--- config.mk ---
export PLATFORM = sky130hd
export DESIGN_NAME = digit_scan_8x4
export DESIGN_NICKNAME = d
export VERILOG_FILES = /design/src/rtl/digit_scan_8x4.sv
export SDC_FILE = /design/constraint.sdc
export NUM_CORES = 1
export LEC_CHECK = 0
export BUFFER_PORTS_ARGS = -buffer_cell sky130_fd_sc_hd__clkbuf_2
export CAP_MARGIN = 20
export CORE_ASPECT_RATIO = 1.1
export CORE_UTILIZATION = 51
export CTS_CLUSTER_SIZE = 16
export DETAILED_ROUTE_END_ITERATION = 7
export PLACE_DENSITY = 0.8
export SLEW_MARGIN = 20
export SYNTH_ARGS = -nofsm -noshare
export SYNTH_HDL_FRONTEND = slang
export SYNTH_SLANG_ARGS = --single-unit
--- constraint.sdc ---
create_clock -name clk -period 4.5 [get_ports clk]
set_clock_uncertainty 0.2 [all_clocks]
set_input_delay 0 -clock clk [delete_from_list [all_inputs] [get_ports clk]]
set_output_delay 0 -clock clk [all_outputs]
set_load 0.02 [all_outputs]
--- src/rtl/digit_scan_8x4.sv ---
// Eight-digit multiplexed seven-segment scanner: prescaled slot rotation with
// a blanked guard interval at the start of every slot and registered drive outputs.
module digit_scan_8x4 #(
  parameter int unsigned DIV   = 100000,
  parameter int unsigned GUARD = 4
) (
  input  logic       clk,
  input  logic       rst,
  input  logic [3:0] D0,
  input  logic [3:0] D1,
  input  logic [3:0] D2,
  input  logic [3:0] D3,
  input  logic [3:0] D4,
  input  logic [3:0] D5,
  input  logic [3:0] D6,
  input  logic [3:0] D7,
  input  logic [7:0] en,
  input  logic [7:0] dp,
  output logic [2:0] sel,
  output logic [7:0] an,
  output logic [6:0] seg,
  output logic       dp_n,
  output logic       frame_done
);

  localparam int unsigned CW = (DIV > 1) ? $clog2(DIV) : 1;

  logic [CW-1:0] cnt;
  logic          tick;
  logic          blank;
  logic [3:0]    v;
  logic [6:0]    seg_dec;
  logic [7:0]    an_next;
  logic [6:0]    seg_next;
  logic          dp_n_next;

  assign tick = (cnt == CW'(DIV - 1));

  always_ff @(posedge clk or posedge rst) begin
    if (rst) begin
      cnt        <= '0;
      sel        <= '0;
      frame_done <= 1'b0;
    end else begin
      cnt        <= tick ? '0 : cnt + 1'b1;
      sel        <= tick ? sel + 3'd1 : sel;
      frame_done <= tick && (sel == 3'd7);
    end
  end

  always_comb begin
    v = D0;
    case (sel)
      3'd0: v = D0;
      3'd1: v = D1;
      3'd2: v = D2;
      3'd3: v = D3;
      3'd4: v = D4;
      3'd5: v = D5;
      3'd6: v = D6;
      3'd7: v = D7;
      default: v = D0;
    endcase
  end

  always_comb begin
    seg_dec = 7'h7F;
    case (v)
      4'h0: seg_dec = 7'h40;
      4'h1: seg_dec = 7'h79;
      4'h2: seg_dec = 7'h24;
      4'h3: seg_dec = 7'h30;
      4'h4: seg_dec = 7'h19;
      4'h5: seg_dec = 7'h12;
      4'h6: seg_dec = 7'h02;
      4'h7: seg_dec = 7'h78;
      4'h8: seg_dec = 7'h00;
      4'h9: seg_dec = 7'h10;
      4'hA: seg_dec = 7'h08;
      4'hB: seg_dec = 7'h03;
      4'hC: seg_dec = 7'h46;
      4'hD: seg_dec = 7'h21;
      4'hE: seg_dec = 7'h06;
      4'hF: seg_dec = 7'h0E;
      default: seg_dec = 7'h7F;
    endcase
  end

  // Guard cycles blank the anode before the new slot lights, so the
  // registered anode never overlaps two digits across a slot change.
  always_comb begin
    blank     = (cnt < CW'(GUARD)) || !en[sel];
    an_next   = '1;
    seg_next  = '1;
    dp_n_next = 1'b1;
    if (!blank) begin
      an_next   = ~(8'h01 << sel);
      seg_next  = seg_dec;
      dp_n_next = ~dp[sel];
    end
  end

  always_ff @(posedge clk or posedge rst) begin
    if (rst) begin
      an   <= '1;
      seg  <= '1;
      dp_n <= 1'b1;
    end else begin
      an   <= an_next;
      seg  <= seg_next;
      dp_n <= dp_n_next;
    end
  end

endmodule

-- Word level (Yosys, flattened, before mapping)
Memories as Yosys holds them, arrays and structs flattened.
Index checks and enable logic that the tools add are counted.
- mux-type cells: 9
- add/sub/neg operators: 2
- order comparisons: 2
- reduce and logical (&&, ||, !) cells: 4
- bitwise gates (word level): 2
- eq/ne operators: 8
- shifts and indexed selects: 1
- operators with widths (kind ; count):
    $pmux W4 S8 ; 1
    $add A17 B1 Y17 const B ; 1
    $eq A17 B17 Y1 const B ; 1
    $lt A17 B3 Y1 const B ; 1
    $mux W17 ; 1
    $eq A3 B3 Y1 const B ; 4
    $mux W8 ; 1
    $not A8 Y8 ; 1
    $shl A1 B3 Y8 const A ; 1
    $mux W7 ; 1
    $bmux W1 S3 ; 2
    $eq A3 B2 Y1 const B ; 2
    $lt A3 B4 Y1 const B ; 1
    $add A3 B1 Y3 const B ; 1
    $eq A3 B1 Y1 const B ; 1
    $logic_not A3 Y1 ; 1
    $mux W1 ; 3
    $logic_and A1 B1 Y1 ; 1
    $logic_not A1 Y1 ; 1
    $logic_or A1 B1 Y1 ; 1
    $not A1 Y1 ; 1
- memories: 1
- bits in registers: 37
- logic and storage cells: 35
- output and inout port bits: 20
- memory bits (read-only): 112
- memories (name ; words ; bits a word ; rd ports ; clocked after memory_dff ; write ports ; line ; RTL):
    (no name shown) ; 16 ; 7 ; 1 ; 0 ; 0 ; 68 ; case (v)

-- Longest topological paths before layout
Gate-level depths: netlist of the first run.
- depth after elaboration: 5
- gate-level depth with buffers: 12

-- Worst setup path before layout of the first run
Ideal clock, no wire load.
- path type: register to register
- from: register sel[2]
- to: register seg[1]
- path buffers: 1
- required time: 4.221 ns
- period minus slack after synthesis: 3.330 ns
- stages on the path, launching flop included: 12
- path slack: 1.170 ns
- arrival time: 3.052 ns
- cells stage by stage: dfrtp_1 buf_2 inv_1 ha_1 or4_4 or2_4 a31oi_1 inv_1 ha_1 inv_1 mux2_2 o21ai_0
- cells in the longest elaborated chain, start to end: 5
- elaborated cells on any way between the ends: 15
- classes of those cells: eq/ne: 7; mux: 4; reduce/logical: 3; memory: 1
- ends and longest elaborated chain (what ; line ; RTL):
    from (decl) ; 19 ; output logic [2:0] sel,
    from (signal assigned) ; 46 ; sel <= tick ? sel + 3'd1 : sel;
    parallel branches: the longest is 4 deep, another holds $mem_v2 Z16 W7 ; n/a ;
    $mux W7 * ; 96 ; if (!blank) begin
    net seg_next[1] ; 34 ; logic [6:0] seg_next;
    to (signal assigned) ; 110 ; seg <= seg_next;
    to (decl) ; 21 ; output logic [6:0] seg,
Mark *: on every way through the listed nets, which the timed path passes. The select of a mux whose other input is x is not followed.
A chain may end at the register's enable or synchronous reset.

-- Worst setup path in the final report of the first run
Same ends and word-level chain as after synthesis.

==> results of run 1 <==
==> final cells by class <==
cell class              instances  area [µm²]
repair buffers                 75         400
flip-flops and latches         37         946
well taps                      52        65.1
inverters                       9        33.8
fillers                       330        1360
multi-input cells             150        1170
clock buffers                   8        80.1
==> stage by stage <==
step / worst slack, ns / utilization / hold WS, ns
CTS: 0.918 / 0.665 / 0.104
global placement: 1.08 / 0.635 / -0.0880
detailed placement: 0.954 / 0.635 / -0.0859
global route: 0.564 / 0.665 / 0.141
floorplan: 1.17 / - / -0.0322
finish: 0.872 / 0.665 / 0.121
==> Yosys cell counts (5+ instances only) <==
cell type	count	share of area
sky130_fd_sc_hd__nand3_1	9	0.020
sky130_fd_sc_hd__mux2i_1	5	0.023
sky130_fd_sc_hd__dfstp_2	16	0.19
sky130_fd_sc_hd__nor2_1	15	0.026
sky130_fd_sc_hd__ha_1	13	0.074
sky130_fd_sc_hd__nor3_1	6	0.014
sky130_fd_sc_hd__dfrtp_1	21	0.24
sky130_fd_sc_hd__nand2_1	23	0.039
sky130_fd_sc_hd__xor2_1	7	0.028
sky130_fd_sc_hd__nand4_1	5	0.014
sky130_fd_sc_hd__xnor2_1	10	0.040
sky130_fd_sc_hd__inv_1	9	0.015
==> worst min-delay path: cells and delay by family <==
family          cells  cell delay (ns)
buf+inv             1             0.09
simple gates        1             0.06
compound gates      2             0.29
xor+xnor            1             0.16
==> cells by family after synthesis <==
logic type,Yosys count,synth area share
compound gates,28,0.122
xor+xnor,17,0.0675
fa+ha+maj,13,0.0738
buf+inv,17,0.0409
flops,37,0.429
mux,13,0.0840
simple gates,79,0.183
==> final timing paths <==
kind	end	depth (start not counted)	slack, ns	start
setup / recovery	seg[1]	10	0.87	sel[2]
setup reg to reg	seg[1]	10	0.87	sel[2]
hold reg to reg	cnt[14]	1	0.30	cnt[14]
hold / removal	seg[0]	5	0.12	D0[2]
min in group asynchronous	cnt[8]	4	0.16	rst
max in group asynchronous	seg[6]	4	3.60	rst
==> sequential cells by signal (all words and copies together) (netlist names) <==
| signal | flops |
|---|---|
| sel | 3 |
| cnt | 17 |
| an | 8 |
| dp_n | 1 |
| seg | 7 |
| frame_done | 1 |
==> power by group through the flow <==
stage               registers [mW]  logic [mW]  clock network [mW]
CTS                          0.345      0.0830               0.226
detailed placement           0.351      0.0802                   0
global route                 0.346      0.0908               0.246
finish                       0.345      0.0830               0.221
floorplan                    0.360      0.0387                   0
global placement             0.351      0.0793                   0
==> per-layer routing <==
metal,global-route usage,wire [µm]
met1,0.317,2100
met2,0.363,2410
met3,0.0565,326
met4,0.0765,68
met5,0,0
==> impl_results.html, run 1 <==
<table>
<tr><th>Metric</th><th>Value</th></tr>
<tr><th colspan="2">Clocking</th></tr>
<tr><td>Clock H-tree levels</td><td>2</td></tr>
<tr><td>Clock slew seen by the registers of the worst setup and hold paths</td><td>0.08 ns</td></tr>
<tr><td>Post-CTS setup repair buffer count</td><td>0</td></tr>
<tr><td>Clock tree from TritonCTS</td><td>done</td></tr>
<tr><td>CTS root buffer</td><td>sky130_fd_sc_hd__clkbuf_8</td></tr>
<tr><td>Clk sink count</td><td>37</td></tr>
<tr><td>Clk Latency, worst-skew pair</td><td>0.28 ns</td></tr>
<tr><td>Number of gates given a new drive strength after cts</td><td>0</td></tr>
<tr><td>Bufs on Longest Clock Path</td><td>2</td></tr>
<tr><td>Cts hold-fix bufs</td><td>4</td></tr>
<tr><td>Number of buffers inserted during clock tree synthesis</td><td>5</td></tr>
<tr><th colspan="2">Finish</th></tr>
<tr><td>Final cell count without fillers</td><td>331</td></tr>
<tr><td>Fraction of layout instances using a drive strength above 1</td><td>0.430</td></tr>
<tr><td>Most common cell after layout, fill and taps aside</td><td>sky130_fd_sc_hd__clkbuf_2</td></tr>
<tr><td>Leading cell types in the layout, fill and taps excluded</td><td>sky130_fd_sc_hd__clkbuf_2, sky130_fd_sc_hd__nand2_1, sky130_fd_sc_hd__dfrtp_1</td></tr>
<tr><td>Final design area excluding fillers</td><td>2690 µm²</td></tr>
<tr><td>Diodes inserted</td><td>0</td></tr>
<tr><td>Area growth from synthesis to layout</td><td>22.2%</td></tr>
<tr><td>Total Nets Final</td><td>between 300 and 400</td></tr>
<tr><th colspan="2">Routing</th></tr>
<tr><td>Via density per instance</td><td>5.70</td></tr>
<tr><td>Vias</td><td>1888</td></tr>
<tr><td>1st-pass router iterations</td><td>4</td></tr>
<tr><td>Overall routed net length</td><td>4900 µm</td></tr>
<tr><td>Remaining routing DRC violations</td><td>0</td></tr>
<tr><td>Remaining antenna violation count</td><td>0</td></tr>
<tr><td>Violation count after the first detailed-routing iteration</td><td>106</td></tr>
<tr><td>Wire length per cell after detailed routing</td><td>14.8 µm</td></tr>
<tr><th colspan="2">Logic synthesis</th></tr>
<tr><td>Post-synthesis average cell area</td><td>between 10 and 15 µm²</td></tr>
<tr><td>Flip-flop and latch count after synthesis</td><td>37</td></tr>
<tr><td>Number of nets produced by synthesis</td><td>267</td></tr>
<tr><td>Primary FF master, synth</td><td>sky130_fd_sc_hd__dfrtp_1</td></tr>
<tr><td>Unique masters post-synth</td><td>44</td></tr>
<tr><td>Number of flops mapped to enable cells by yosys</td><td>0</td></tr>
<tr><td>Warning count from the yosys run</td><td>0</td></tr>
<tr><td>Cells after synthesis</td><td>just over 200</td></tr>
<tr><td>Post-synthesis sequential area ratio</td><td>0.429</td></tr>
<tr><td>Synthesized cell area</td><td>2200 µm²</td></tr>
<tr><td>Share of flip-flops with an asynchronous set or reset after synthesis</td><td>1.00</td></tr>
<tr><th colspan="2">Power and ir drop</th></tr>
<tr><td>Comb power frac</td><td>0.128</td></tr>
<tr><td>Internal power consumption</td><td>about 0.49 mW</td></tr>
<tr><td>Maximum resistive drop on vdd</td><td>~170 µV</td></tr>
<tr><td>Switching power as a share of total power</td><td>0.240</td></tr>
<tr><td>Leak Pwr</td><td>approximately 1.2 nW</td></tr>
<tr><td>Fraction of power consumed by sequential logic</td><td>0.531</td></tr>
<tr><td>Clock network fraction of total power</td><td>0.341</td></tr>
<tr><td>Sw power</td><td>0.156 mW</td></tr>
<tr><td>Total power density per cell area</td><td>241 nW/µm²</td></tr>
<tr><td>Final total power</td><td>0.649 mW</td></tr>
<tr><th colspan="2">Critical path</th></tr>
<tr><td>Type of the worst setup path</td><td>register to register</td></tr>
<tr><td>Critical path fanouts, max</td><td>15</td></tr>
<tr><td>Peak per-stage delay on the critical path</td><td>0.61 ns</td></tr>
<tr><td>WP data arrival</td><td>between 3 and 4 ns</td></tr>
<tr><td>Critical Path Most Common Cell</td><td>sky130_fd_sc_hd__inv_1</td></tr>
<tr><td>Cells along the critical path</td><td>inv_1, ha_1, or4_4, or2_4, a31oi_1, inv_1, ha_1, inv_1, mux2_2, o21ai_0</td></tr>
<tr><td>Critical path's top delay family</td><td>simple AND/OR/NAND/NOR gates</td></tr>
<tr><td>CP Buf/Inv Count</td><td>3</td></tr>
<tr><td>CP max-delay cell</td><td>sky130_fd_sc_hd__dfrtp_1</td></tr>
<tr><td>Startpoint types</td><td>register</td></tr>
<tr><td>Data required time of the worst path</td><td>roughly 4.5 ns</td></tr>
<tr><td>Sort of element at the end of the critical path</td><td>register</td></tr>
<tr><th colspan="2">Run</th></tr>
<tr><td>Count of max-cap constraint violations</td><td>0</td></tr>
<tr><th colspan="2">Global routing</th></tr>
<tr><td>Pin count of the biggest net entering global routing</td><td>38</td></tr>
<tr><td>Initial antenna violation count</td><td>0</td></tr>
<tr><td>Tot GR Track Use</td><td>0.232</td></tr>
<tr><td>Gr ovfl total</td><td>0</td></tr>
<tr><td>First-pass GRT wire length</td><td>8180 µm</td></tr>
<tr><td>Vias in the first global route</td><td>1747</td></tr>
<tr><th colspan="2">Placement</th></tr>
<tr><td>Port Buf Inserts</td><td>69</td></tr>
<tr><td>Estimated wirelength of the detail-placed design</td><td>between 3000 and 4000 µm</td></tr>
<tr><td>Cell count after placement</td><td>319</td></tr>
<tr><td>Cell area after placement</td><td>2570 µm²</td></tr>
<tr><td>Routability Congestion</td><td>0.819</td></tr>
<tr><th colspan="2">Die</th></tr>
<tr><td>Height of the die</td><td>71.0 µm</td></tr>
<tr><td>Number of top-level pins</td><td>70</td></tr>
<tr><td>Standard-cell rows</td><td>24</td></tr>
<tr><td>Core Region</td><td>4050 µm²</td></tr>
<tr><td>DIE WIDTH</td><td>64.7 µm</td></tr>
<tr><td>Initial standard-cell utilization of the core</td><td>0.544</td></tr>
<tr><td>DIE AREA</td><td>4590 µm²</td></tr>
<tr><th colspan="2">Hold path</th></tr>
<tr><td>Path class of the lowest-slack min-delay path</td><td>input pin to register</td></tr>
<tr><th colspan="2">Timing</th></tr>
<tr><td>Share of the clock period used by the worst path</td><td>0.806</td></tr>
<tr><td>Clock period minus worst slack</td><td>3.63 ns</td></tr>
<tr><td>Setup repair after global routing missed its margin</td><td>no</td></tr>
<tr><td>Setup violators final</td><td>0</td></tr>
<tr><td>Number of endpoints with negative hold slack in the final report</td><td>0</td></tr>
<tr><td>Achievable frequency</td><td>approximately 280 MHz</td></tr>
<tr><td>Worst-case headroom to the max-slew limit</td><td>0.592</td></tr>
<tr><td>Max-slew violation count</td><td>0</td></tr>
<tr><td>Aggregate negative setup slack</td><td>0 ns</td></tr>
<tr><td>Transition time at the pin with the least slew margin</td><td>0.612 ns</td></tr>
<tr><th colspan="2">Run status</th></tr>
<tr><td>Outcome</td><td>complete, no violations</td></tr>
</table>
Power figures use the tool's default switching activity.
==> run 2: changes to the inputs <==
==> constraint.sdc (replaced) <==
create_clock -name clk -period 3.5 [get_ports clk]
set_clock_uncertainty 0.2 [all_clocks]
set_input_delay 0 -clock clk [delete_from_list [all_inputs] [get_ports clk]]
set_output_delay 0 -clock clk [all_outputs]
set_load 0.02 [all_outputs]
==> run 2 against run 1 <==
  * Total power up 32%
  * Maximum frequency up 16%
  * Combinational power up 29%
  * Setup slack worse by 0.50 ns
  * Largest cell class unchanged
==> impl_results.html, run 2 (synthesis results as in run 1) <==
<table>
<tr><th>Metric</th><th>Value</th></tr>
<tr><th colspan="2">Run status</th></tr>
<tr><td>Outcome</td><td>complete, no violations</td></tr>
<tr><th colspan="2">Timing</th></tr>
<tr><td>Max-slew violation count</td><td>0 (unchanged)</td></tr>
<tr><td>Setup violators final</td><td>0 (unchanged)</td></tr>
<tr><td>Slack of the critical path</td><td>0.375 ns (-0.497 ns)</td></tr>
<tr><td>Number of endpoints with negative hold slack in the final report</td><td>0 (unchanged)</td></tr>
<tr><td>Aggregate negative setup slack</td><td>0 ns (unchanged)</td></tr>
<tr><td>Setup repair after global routing missed its margin</td><td>no</td></tr>
<tr><td>Worst-case headroom to the max-slew limit</td><td>0.624 (+0.0321)</td></tr>
<tr><td>Achievable frequency</td><td>320 MHz (+16%)</td></tr>
<tr><td>Share of the clock period used by the worst path</td><td>0.893 (+0.0866)</td></tr>
<tr><td>Transition time at the pin with the least slew margin</td><td>0.564 ns (-0.0482 ns)</td></tr>
<tr><td>Clock period minus worst slack</td><td>3.12 ns (-0.503 ns)</td></tr>
<tr><th colspan="2">Global routing</th></tr>
<tr><td>First-pass GRT wire length</td><td>7930 µm (-3.1%)</td></tr>
<tr><td>Pin count of the biggest net entering global routing</td><td>38 (unchanged)</td></tr>
<tr><td>Initial antenna violation count</td><td>0 (unchanged)</td></tr>
<tr><td>Vias in the first global route</td><td>1743 (-0.23%)</td></tr>
<tr><td>Gr ovfl total</td><td>0 (unchanged)</td></tr>
<tr><td>Tot GR Track Use</td><td>0.228 (-0.00456)</td></tr>
<tr><th colspan="2">Critical path</th></tr>
<tr><td>WP data arrival</td><td>3.13 ns (-0.50 ns)</td></tr>
<tr><td>Startpoint types</td><td>register</td></tr>
<tr><td>CP max-delay cell</td><td>sky130_fd_sc_hd__or4_4</td></tr>
<tr><td>Type of the worst setup path</td><td>register to register</td></tr>
<tr><td>Sort of element at the end of the critical path</td><td>register</td></tr>
<tr><td>Cells along the critical path</td><td>ha_1, ha_1, or4_4, or2_4, a31oi_1, inv_1, ha_1, inv_1, mux2_2, o21ai_0</td></tr>
<tr><td>CP Buf/Inv Count</td><td>2 (-1)</td></tr>
<tr><td>Critical path's top delay family</td><td>simple AND/OR/NAND/NOR gates</td></tr>
<tr><td>Critical Path Most Common Cell</td><td>sky130_fd_sc_hd__ha_1</td></tr>
<tr><td>Peak per-stage delay on the critical path</td><td>0.60 ns (about the same)</td></tr>
<tr><td>Critical path fanouts, max</td><td>7 (-8)</td></tr>
<tr><td>Data required time of the worst path</td><td>3.50 ns (-1.00 ns)</td></tr>
<tr><th colspan="2">Routing</th></tr>
<tr><td>Sum of met3 wire segment lengths after detailed routing</td><td>262 µm (-20%)</td></tr>
<tr><td>Remaining routing DRC violations</td><td>0 (unchanged)</td></tr>
<tr><td>Sum of routed wire segments on met1</td><td>2030 µm (-3.1%)</td></tr>
<tr><td>Overall routed net length</td><td>4880 µm (-0.35%)</td></tr>
<tr><td>Vias</td><td>1808 (-4.2%)</td></tr>
<tr><td>Via density per instance</td><td>5.38 (-5.7%)</td></tr>
<tr><td>Wire length per cell after detailed routing</td><td>14.5 µm (-1.8%)</td></tr>
<tr><td>Highest routing layer actually used</td><td>met4</td></tr>
<tr><td>1st-pass router iterations</td><td>5 (+1)</td></tr>
<tr><td>Violation count after the first detailed-routing iteration</td><td>91 (-14%)</td></tr>
<tr><td>Met2 wire length</td><td>2470 µm (+2.8%)</td></tr>
<tr><td>Remaining antenna violation count</td><td>0 (unchanged)</td></tr>
<tr><th colspan="2">Die</th></tr>
<tr><td>Height of the die</td><td>71.0 µm (unchanged)</td></tr>
<tr><td>Number of top-level pins</td><td>70 (unchanged)</td></tr>
<tr><td>Initial standard-cell utilization of the core</td><td>0.544 (unchanged)</td></tr>
<tr><td>Standard-cell rows</td><td>24 (unchanged)</td></tr>
<tr><td>Core Region</td><td>4050 µm² (unchanged)</td></tr>
<tr><td>DIE WIDTH</td><td>64.7 µm (unchanged)</td></tr>
<tr><td>DIE AREA</td><td>4590 µm² (unchanged)</td></tr>
<tr><th colspan="2">Power and ir drop</th></tr>
<tr><td>Clock network fraction of total power</td><td>0.358 (+0.017)</td></tr>
<tr><td>Fraction of power consumed by sequential logic</td><td>0.517 (-0.014)</td></tr>
<tr><td>Switching power as a share of total power</td><td>0.239 (-0.00111)</td></tr>
<tr><td>Leak Pwr</td><td>1.27 nW (+3.1%)</td></tr>
<tr><td>Sw power</td><td>0.205 mW (+32%)</td></tr>
<tr><td>Internal power consumption</td><td>0.653 mW (+32%)</td></tr>
<tr><td>Maximum resistive drop on vdd</td><td>186 µV (+7.1%)</td></tr>
<tr><td>Total power density per cell area</td><td>312 nW/µm² (+30%)</td></tr>
<tr><td>Comb power frac</td><td>0.125 (-0.003)</td></tr>
<tr><th colspan="2">Finish</th></tr>
<tr><td>Area growth from synthesis to layout</td><td>24.6%</td></tr>
<tr><td>Biggest registers after layout</td><td>cnt x17, an x8, seg x7</td></tr>
<tr><td>Most common cell after layout, fill and taps aside</td><td>sky130_fd_sc_hd__clkbuf_2</td></tr>
<tr><td>Fraction of layout instances using a drive strength above 1</td><td>0.451 (+0.0206)</td></tr>
<tr><td>Register ranked first by flip-flop count</td><td>cnt</td></tr>
<tr><td>Max FFs per register</td><td>17 (unchanged)</td></tr>
<tr><td>Leading cell types in the layout, fill and taps excluded</td><td>sky130_fd_sc_hd__clkbuf_2, sky130_fd_sc_hd__nand2_1, sky130_fd_sc_hd__dfrtp_1</td></tr>
<tr><td>Diodes inserted</td><td>0 (unchanged)</td></tr>
<tr><td>Total Nets Final</td><td>346 (+1.5%)</td></tr>
<tr><th colspan="2">Placement</th></tr>
<tr><td>Routability Congestion</td><td>0.850 (+3.8%)</td></tr>
<tr><td>Post-Place Worst Slack</td><td>0.435 ns (-0.519 ns)</td></tr>
<tr><td>Port Buf Inserts</td><td>69 (unchanged)</td></tr>
<tr><td>Estimated wirelength of the detail-placed design</td><td>3810 µm (+3.6%)</td></tr>
<tr><th colspan="2">Clocking</th></tr>
<tr><td>Bufs on Longest Clock Path</td><td>2 (unchanged)</td></tr>
<tr><td>CTS root buffer</td><td>sky130_fd_sc_hd__clkbuf_8</td></tr>
<tr><td>Post-CTS setup repair buffer count</td><td>0 (unchanged)</td></tr>
<tr><td>Clock H-tree levels</td><td>2 (unchanged)</td></tr>
<tr><td>Clock tree from TritonCTS</td><td>done</td></tr>
<tr><td>Clock slew seen by the registers of the worst setup and hold paths</td><td>0.07 ns (about the same)</td></tr>
<tr><td>Clk sink count</td><td>37 (unchanged)</td></tr>
<tr><td>Number of buffers inserted during clock tree synthesis</td><td>5 (unchanged)</td></tr>
<tr><td>Clk Latency, worst-skew pair</td><td>0.28 ns (about the same)</td></tr>
<tr><th colspan="2">Hold path</th></tr>
<tr><td>Path class of the lowest-slack min-delay path</td><td>input pin to register</td></tr>
<tr><th colspan="2">Run</th></tr>
<tr><td>Count of max-cap constraint violations</td><td>0 (unchanged)</td></tr>
</table>
## run 2: timing repair
item / CTS / global route
hold buffers: 4 / 0
hold endpoints to repair: 38 / 0
gates resized for setup: 0 / 0
## run 2: worst register-to-register path: stages, from the launching register on
cell and delay (ns):
sky130_fd_sc_hd__dfrtp_1 0.39, sky130_fd_sc_hd__ha_1 0.23, sky130_fd_sc_hd__ha_1 0.28, sky130_fd_sc_hd__or4_4 0.60, sky130_fd_sc_hd__or2_4 0.29, sky130_fd_sc_hd__a31oi_1 0.18
sky130_fd_sc_hd__inv_1 0.12, sky130_fd_sc_hd__ha_1 0.30, sky130_fd_sc_hd__inv_1 0.05, sky130_fd_sc_hd__mux2_2 0.25, sky130_fd_sc_hd__o21ai_0 0.16
## run 2: layer usage
layer	track usage	vias up
met1	0.281	839
met3	0.0468	13
met4	0.104	0
met5	0	-
met2	0.381	70
li1	-	886
## run 2: layout make-up
| class | count | area, µm² |
|---|---|---|
| Clock inverter | 2 | 13.8 |
| Fill cell | 315 | 1310 |
| Sequential cell | 37 | 946 |
| Tap cell | 52 | 65.1 |
| Clock buffer | 6 | 82.6 |
| Multi-Input combinational cell | 150 | 1170 |
| Inverter | 9 | 33.8 |
| Timing Repair Buffer | 80 | 438 |
## run 2: path summary, 6_finish.rpt
check	start	end	slack, ns	cells after the start
setup / recovery	sel[0]	seg[1]	0.38	10
hold / removal	D0[2]	seg[0]	0.12	5
setup reg to reg	sel[0]	seg[1]	0.38	10
hold reg to reg	cnt[0]	cnt[0]	0.28	1
max in group asynchronous	rst	an[6]	2.62	4
min in group asynchronous	rst	cnt[8]	0.14	4
## run 2: power groups by stage
stage / Clock (mW) / Sequential [mW] / Combinational, mW
4_1_cts: 0.315 / 0.444 / 0.108
5_1_grt: 0.336 / 0.444 / 0.116
2_1_floorplan: 0 / 0.463 / 0.0498
3_3_place_gp: 0 / 0.451 / 0.102
6_report: 0.307 / 0.444 / 0.107
3_5_place_dp: 0 / 0.451 / 0.104
## run 2: metrics by stage
stage                      util  total power [mW]  instance area [µm²]  hold WS (ns)  instances
after floorplan               -             0.512                 2200       -0.0322        204
after global placement    0.644             0.553                 2610       -0.0976        324
after detailed placement  0.644             0.555                 2610       -0.0894        324
after CTS                 0.678             0.866                 2750         0.102        336
after global routing      0.678             0.896                 2750         0.133        336
final                     0.678             0.858                 2750         0.116        336
==> run 3: changes to the inputs <==
--- a/config.mk
+++ b/config.mk
@@ -5,13 +5,14 @@
 export SDC_FILE = /design/constraint.sdc
 export NUM_CORES = 1
 export LEC_CHECK = 0
+export ABC_AREA = 1
 export BUFFER_PORTS_ARGS = -buffer_cell sky130_fd_sc_hd__clkbuf_2
 export CAP_MARGIN = 20
 export CORE_ASPECT_RATIO = 1.1
-export CORE_UTILIZATION = 51
+export CORE_UTILIZATION = 53
 export CTS_CLUSTER_SIZE = 16
 export DETAILED_ROUTE_END_ITERATION = 7
-export PLACE_DENSITY = 0.8
+export PLACE_DENSITY = 0.81
 export SLEW_MARGIN = 20
 export SYNTH_ARGS = -nofsm -noshare
 export SYNTH_HDL_FRONTEND = slang
==> run 3 against run 2 <==
  * Maximum frequency rose by 14%
  * Core utilization rose by 1.6 points
  * Total power rose by 9.6%
  * Die area rose by 8.7%
  * Final cell count rose by 41%
  * Flip-flop and latch count did not move
  * Global-route usage rose by 3.6 points
  * Largest cell class unchanged
  * Non-clock buffer count fell by 3
==> impl_results.html, run 3 <==
<table>
<tr><th>Metric</th><th>Value</th></tr>
<tr><th colspan="2">Die</th></tr>
<tr><td>Standard-cell rows</td><td>25 (+4.2%)</td></tr>
<tr><td>Number of top-level pins</td><td>70 (unchanged)</td></tr>
<tr><td>Height of the die</td><td>74.0 µm (+4.3%)</td></tr>
<tr><td>Core Region</td><td>4410 µm² (+8.8%)</td></tr>
<tr><td>Initial standard-cell utilization of the core</td><td>0.566 (+0.0221)</td></tr>
<tr><td>DIE AREA</td><td>4990 µm² (+8.7%)</td></tr>
<tr><td>DIE WIDTH</td><td>67.4 µm (+4.2%)</td></tr>
<tr><th colspan="2">Placement</th></tr>
<tr><td>Routability Congestion</td><td>0.907 (+6.7%)</td></tr>
<tr><td>Cell area after placement</td><td>2880 µm² (+10%)</td></tr>
<tr><td>Estimated wirelength of the detail-placed design</td><td>4500 µm (+18%)</td></tr>
<tr><td>Post-Place Worst Slack</td><td>0.796 ns (+0.361 ns)</td></tr>
<tr><td>Port Buf Inserts</td><td>69 (unchanged)</td></tr>
<tr><td>Cell count after placement</td><td>460 (+42%)</td></tr>
<tr><th colspan="2">Power and ir drop</th></tr>
<tr><td>Final total power</td><td>0.940 mW (+9.6%)</td></tr>
<tr><td>Leak Pwr</td><td>1.66 nW (+31%)</td></tr>
<tr><td>Total power density per cell area</td><td>307 nW/µm² (-1.6%)</td></tr>
<tr><td>Maximum resistive drop on vdd</td><td>183 µV (-1.6%)</td></tr>
<tr><th colspan="2">Routing</th></tr>
<tr><td>1st-pass router iterations</td><td>4 (-1)</td></tr>
<tr><td>Violation count after the first detailed-routing iteration</td><td>143 (+57%)</td></tr>
<tr><td>Remaining routing DRC violations</td><td>0 (unchanged)</td></tr>
<tr><td>Via density per instance</td><td>5.10 (-5.2%)</td></tr>
<tr><td>Overall routed net length</td><td>5810 µm (+19%)</td></tr>
<tr><td>Remaining antenna violation count</td><td>0 (unchanged)</td></tr>
<tr><td>Wire length per cell after detailed routing</td><td>12.3 µm (-16%)</td></tr>
<tr><td>Vias</td><td>2419 (+34%)</td></tr>
<tr><th colspan="2">Global routing</th></tr>
<tr><td>Pin count of the biggest net entering global routing</td><td>28 (-26%)</td></tr>
<tr><td>Met3 usage in global routing</td><td>0.0598 (+0.0130)</td></tr>
<tr><td>Tot GR Track Use</td><td>0.263 (+0.0355)</td></tr>
<tr><td>Initial antenna violation count</td><td>0 (unchanged)</td></tr>
<tr><td>Gr ovfl total</td><td>0 (unchanged)</td></tr>
<tr><td>Vias in the first global route</td><td>2294 (+32%)</td></tr>
<tr><td>First-pass GRT wire length</td><td>9790 µm (+23%)</td></tr>
<tr><td>Met2 usage in global routing</td><td>0.449 (+0.0676)</td></tr>
<tr><td>GRT Max-Usage Layer</td><td>met2</td></tr>
<tr><td>Met1 demand-to-capacity share in global routing</td><td>0.319 (+0.0381)</td></tr>
<tr><th colspan="2">Clocking</th></tr>
<tr><td>Bufs on Longest Clock Path</td><td>2 (unchanged)</td></tr>
<tr><td>Clock slew seen by the registers of the worst setup and hold paths</td><td>0.08 ns (about the same)</td></tr>
<tr><td>Clock tree from TritonCTS</td><td>done</td></tr>
<tr><td>Clk Latency, worst-skew pair</td><td>0.30 ns (+0.02 ns)</td></tr>
<tr><td>Clock H-tree levels</td><td>2 (unchanged)</td></tr>
<tr><td>Number of buffers inserted during clock tree synthesis</td><td>5 (unchanged)</td></tr>
<tr><td>CTS root buffer</td><td>sky130_fd_sc_hd__clkbuf_8</td></tr>
<tr><td>Clk sink count</td><td>37 (unchanged)</td></tr>
<tr><td>Post-CTS setup repair buffer count</td><td>0 (unchanged)</td></tr>
<tr><th colspan="2">Logic synthesis</th></tr>
<tr><td>Post-synthesis average cell area</td><td>7.34 µm² (-32%)</td></tr>
<tr><td>Flip-flop and latch count after synthesis</td><td>37 (unchanged)</td></tr>
<tr><td>Post-synthesis sequential area ratio</td><td>0.379 (-0.0501)</td></tr>
<tr><td>Warning count from the yosys run</td><td>0 (unchanged)</td></tr>
<tr><td>Unique masters post-synth</td><td>29 (-34%)</td></tr>
<tr><td>Largest family of logic cells by synthesized area</td><td>simple AND/OR/NAND/NOR gates</td></tr>
<tr><td>Cell accounting for the most synthesized area</td><td>sky130_fd_sc_hd__dfrtp_1</td></tr>
<tr><td>Number of flops mapped to enable cells by yosys</td><td>0 (unchanged)</td></tr>
<tr><td>Post-synth top area share</td><td>0.211 (-0.0278)</td></tr>
<tr><td>Number of nets produced by synthesis</td><td>403 (+51%)</td></tr>
<tr><td>Compound-Gate Fraction of Synth Area</td><td>0.0426 (-0.0794)</td></tr>
<tr><td>Cells after synthesis</td><td>340 (+67%)</td></tr>
<tr><td>Basic-gate share of the synthesized area counting and, or, nand and nor cells</td><td>0.389 (+0.206)</td></tr>
<tr><td>Synthesized cell area</td><td>2500 µm² (+13%)</td></tr>
<tr><td>Fraction of synthesized area in multiplexers</td><td>0 (-0.0840)</td></tr>
<tr><td>Top post-synthesis cells by count</td><td>sky130_fd_sc_hd__nand2_1, sky130_fd_sc_hd__inv_1, sky130_fd_sc_hd__nor2_1, sky130_fd_sc_hd__nand3_1, sky130_fd_sc_hd__dfrtp_1</td></tr>
<tr><td>Area share of fa/ha/maj cells after synthesis</td><td>0.0652 (-0.00862)</td></tr>
<tr><td>Share of flip-flops with an asynchronous set or reset after synthesis</td><td>1.00 (unchanged)</td></tr>
<tr><td>Primary FF master, synth</td><td>sky130_fd_sc_hd__dfrtp_1</td></tr>
<tr><td>Cells taking the most area after synthesis</td><td>sky130_fd_sc_hd__dfrtp_1, sky130_fd_sc_hd__dfstp_2, sky130_fd_sc_hd__nand2_1</td></tr>
<tr><td>XOR/XNOR share of the synthesized area</td><td>0.0351 (-0.0324)</td></tr>
<tr><td>Most repeated cell in the gate-level netlist after synthesis</td><td>sky130_fd_sc_hd__nand2_1</td></tr>
<tr><th colspan="2">Timing</th></tr>
<tr><td>Number of endpoints with negative hold slack in the final report</td><td>0 (unchanged)</td></tr>
<tr><td>Clock period minus worst slack</td><td>2.74 ns (-0.387 ns)</td></tr>
<tr><td>Setup repair after global routing missed its margin</td><td>no</td></tr>
<tr><td>Share of the clock period used by the worst path</td><td>0.782 (-0.110)</td></tr>
<tr><td>Achievable frequency</td><td>365 MHz (+14%)</td></tr>
<tr><td>Worst Hold Slack</td><td>0.00594 ns (-0.110 ns)</td></tr>
<tr><td>Setup violators final</td><td>0 (unchanged)</td></tr>
<tr><td>Max-slew violation count</td><td>0 (unchanged)</td></tr>
<tr><td>Slack of the critical path</td><td>0.762 ns (+0.387 ns)</td></tr>
<tr><td>Aggregate negative setup slack</td><td>0 ns (unchanged)</td></tr>
<tr><td>Transition time at the pin with the least slew margin</td><td>0.897 ns (+0.333 ns)</td></tr>
<tr><td>Worst-case headroom to the max-slew limit</td><td>0.398 (-0.226)</td></tr>
<tr><th colspan="2">Critical path</th></tr>
<tr><td>Data required time of the worst path</td><td>3.54 ns (+0.04 ns)</td></tr>
<tr><td>Critical Path Most Common Cell</td><td>sky130_fd_sc_hd__nand2_1</td></tr>
<tr><td>Type of the worst setup path</td><td>register to register</td></tr>
<tr><td>Critical path fanouts, max</td><td>20 (+13)</td></tr>
<tr><td>WP data arrival</td><td>2.77 ns (-0.36 ns)</td></tr>
<tr><td>Sort of element at the end of the critical path</td><td>register</td></tr>
<tr><td>Peak per-stage delay on the critical path</td><td>0.76 ns (+0.16 ns)</td></tr>
<tr><td>Cells along the critical path</td><td>inv_4, ha_1, nor2_1, nand2_1, nor2_2, nand2_1, nand3_1, ha_1, nand4_1, nand2_1, nand2_1, nand3_1</td></tr>
<tr><td>CP max-delay cell</td><td>sky130_fd_sc_hd__dfrtp_1</td></tr>
<tr><td>Startpoint types</td><td>register</td></tr>
<tr><th colspan="2">Finish</th></tr>
<tr><td>Biggest registers after layout</td><td>cnt x17, an x8, seg x7</td></tr>
<tr><td>Leading cell types in the layout, fill and taps excluded</td><td>sky130_fd_sc_hd__nand2_1, sky130_fd_sc_hd__clkbuf_2, sky130_fd_sc_hd__inv_1</td></tr>
<tr><td>Final cell count without fillers</td><td>474 (+41%)</td></tr>
<tr><td>Most common cell after layout, fill and taps aside</td><td>sky130_fd_sc_hd__nand2_1</td></tr>
<tr><td>Diodes inserted</td><td>0 (unchanged)</td></tr>
<tr><td>Fraction of layout instances using a drive strength above 1</td><td>0.286 (-0.165)</td></tr>
<tr><td>Total Nets Final</td><td>482 (+39%)</td></tr>
<tr><td>Area growth from synthesis to layout</td><td>22.6%</td></tr>
<tr><td>Final design area excluding fillers</td><td>3060 µm² (+11%)</td></tr>
<tr><td>Max FFs per register</td><td>17 (unchanged)</td></tr>
<tr><td>Util after Layout</td><td>0.694 (+0.0158)</td></tr>
<tr><td>Register ranked first by flip-flop count</td><td>cnt</td></tr>
<tr><th colspan="2">Hold path</th></tr>
<tr><td>Path class of the lowest-slack min-delay path</td><td>input pin to register</td></tr>
<tr><th colspan="2">Run</th></tr>
<tr><td>Count of max-cap constraint violations</td><td>0 (unchanged)</td></tr>
<tr><th colspan="2">Run status</th></tr>
<tr><td>Outcome</td><td>complete, no violations</td></tr>
</table>
[run 3: final timing paths]
check,start,endpoint,slack (ns),depth (start not counted)
hold / removal,D5[0],seg[1],0.006,8
min in group asynchronous,rst,cnt[13],0.11,3
hold reg to reg,cnt[0],cnt[0],0.28,1
setup / recovery,sel[2],seg[3],0.76,12
setup reg to reg,sel[2],seg[3],0.76,12
max in group asynchronous,rst,an[4],2.35,4
[run 3: repair_timing]
action,4_1_cts,5_1_grt
hold buffers,6,0
gates resized for setup,0,0
endpoints found under the hold margin,25,0
[run 3: logic make-up after synthesis]
logic type                 count (synthesis)
and+or+nand+nor                          212
buffers and inverters                     51
DFF                                       37
AOI/OAI and AO/OA                         17
adders and majority gates                 13
xor gates and xnor gates                  10
[run 3: final cells by class]
cell class,instances,area [µm²]
clock inverter,2,37.5
sequential,37,946
inverter,46,178
timing repair buffer,77,420
clock buffer,6,82.6
multi-input combinational,252,1330
fill,376,1350
tap,54,67.6
[run 3: report_power, final]
part	switching, mW	internal (mW)	total, mW
logic	0.0585	0.0461	0.105
registers	0.00180	0.441	0.442
clock network	0.162	0.232	0.393
[run 3: layer usage]
metal / up-vias / routed length (µm)
met5: - / 0
met4: 0 / 107
met3: 11 / 259
met2: 83 / 2900
met1: 1100 / 2540
li1: 1225 / -
[run 3: worst max-delay path, delay by kind of cell, from the launching register on]
family	cells	cell delay, ns
AND/OR/NAND/NOR	9	1.04
adder cells (fa/ha/maj)	2	0.54
flip-flops	1	0.76
buffers and inverters	1	0.12
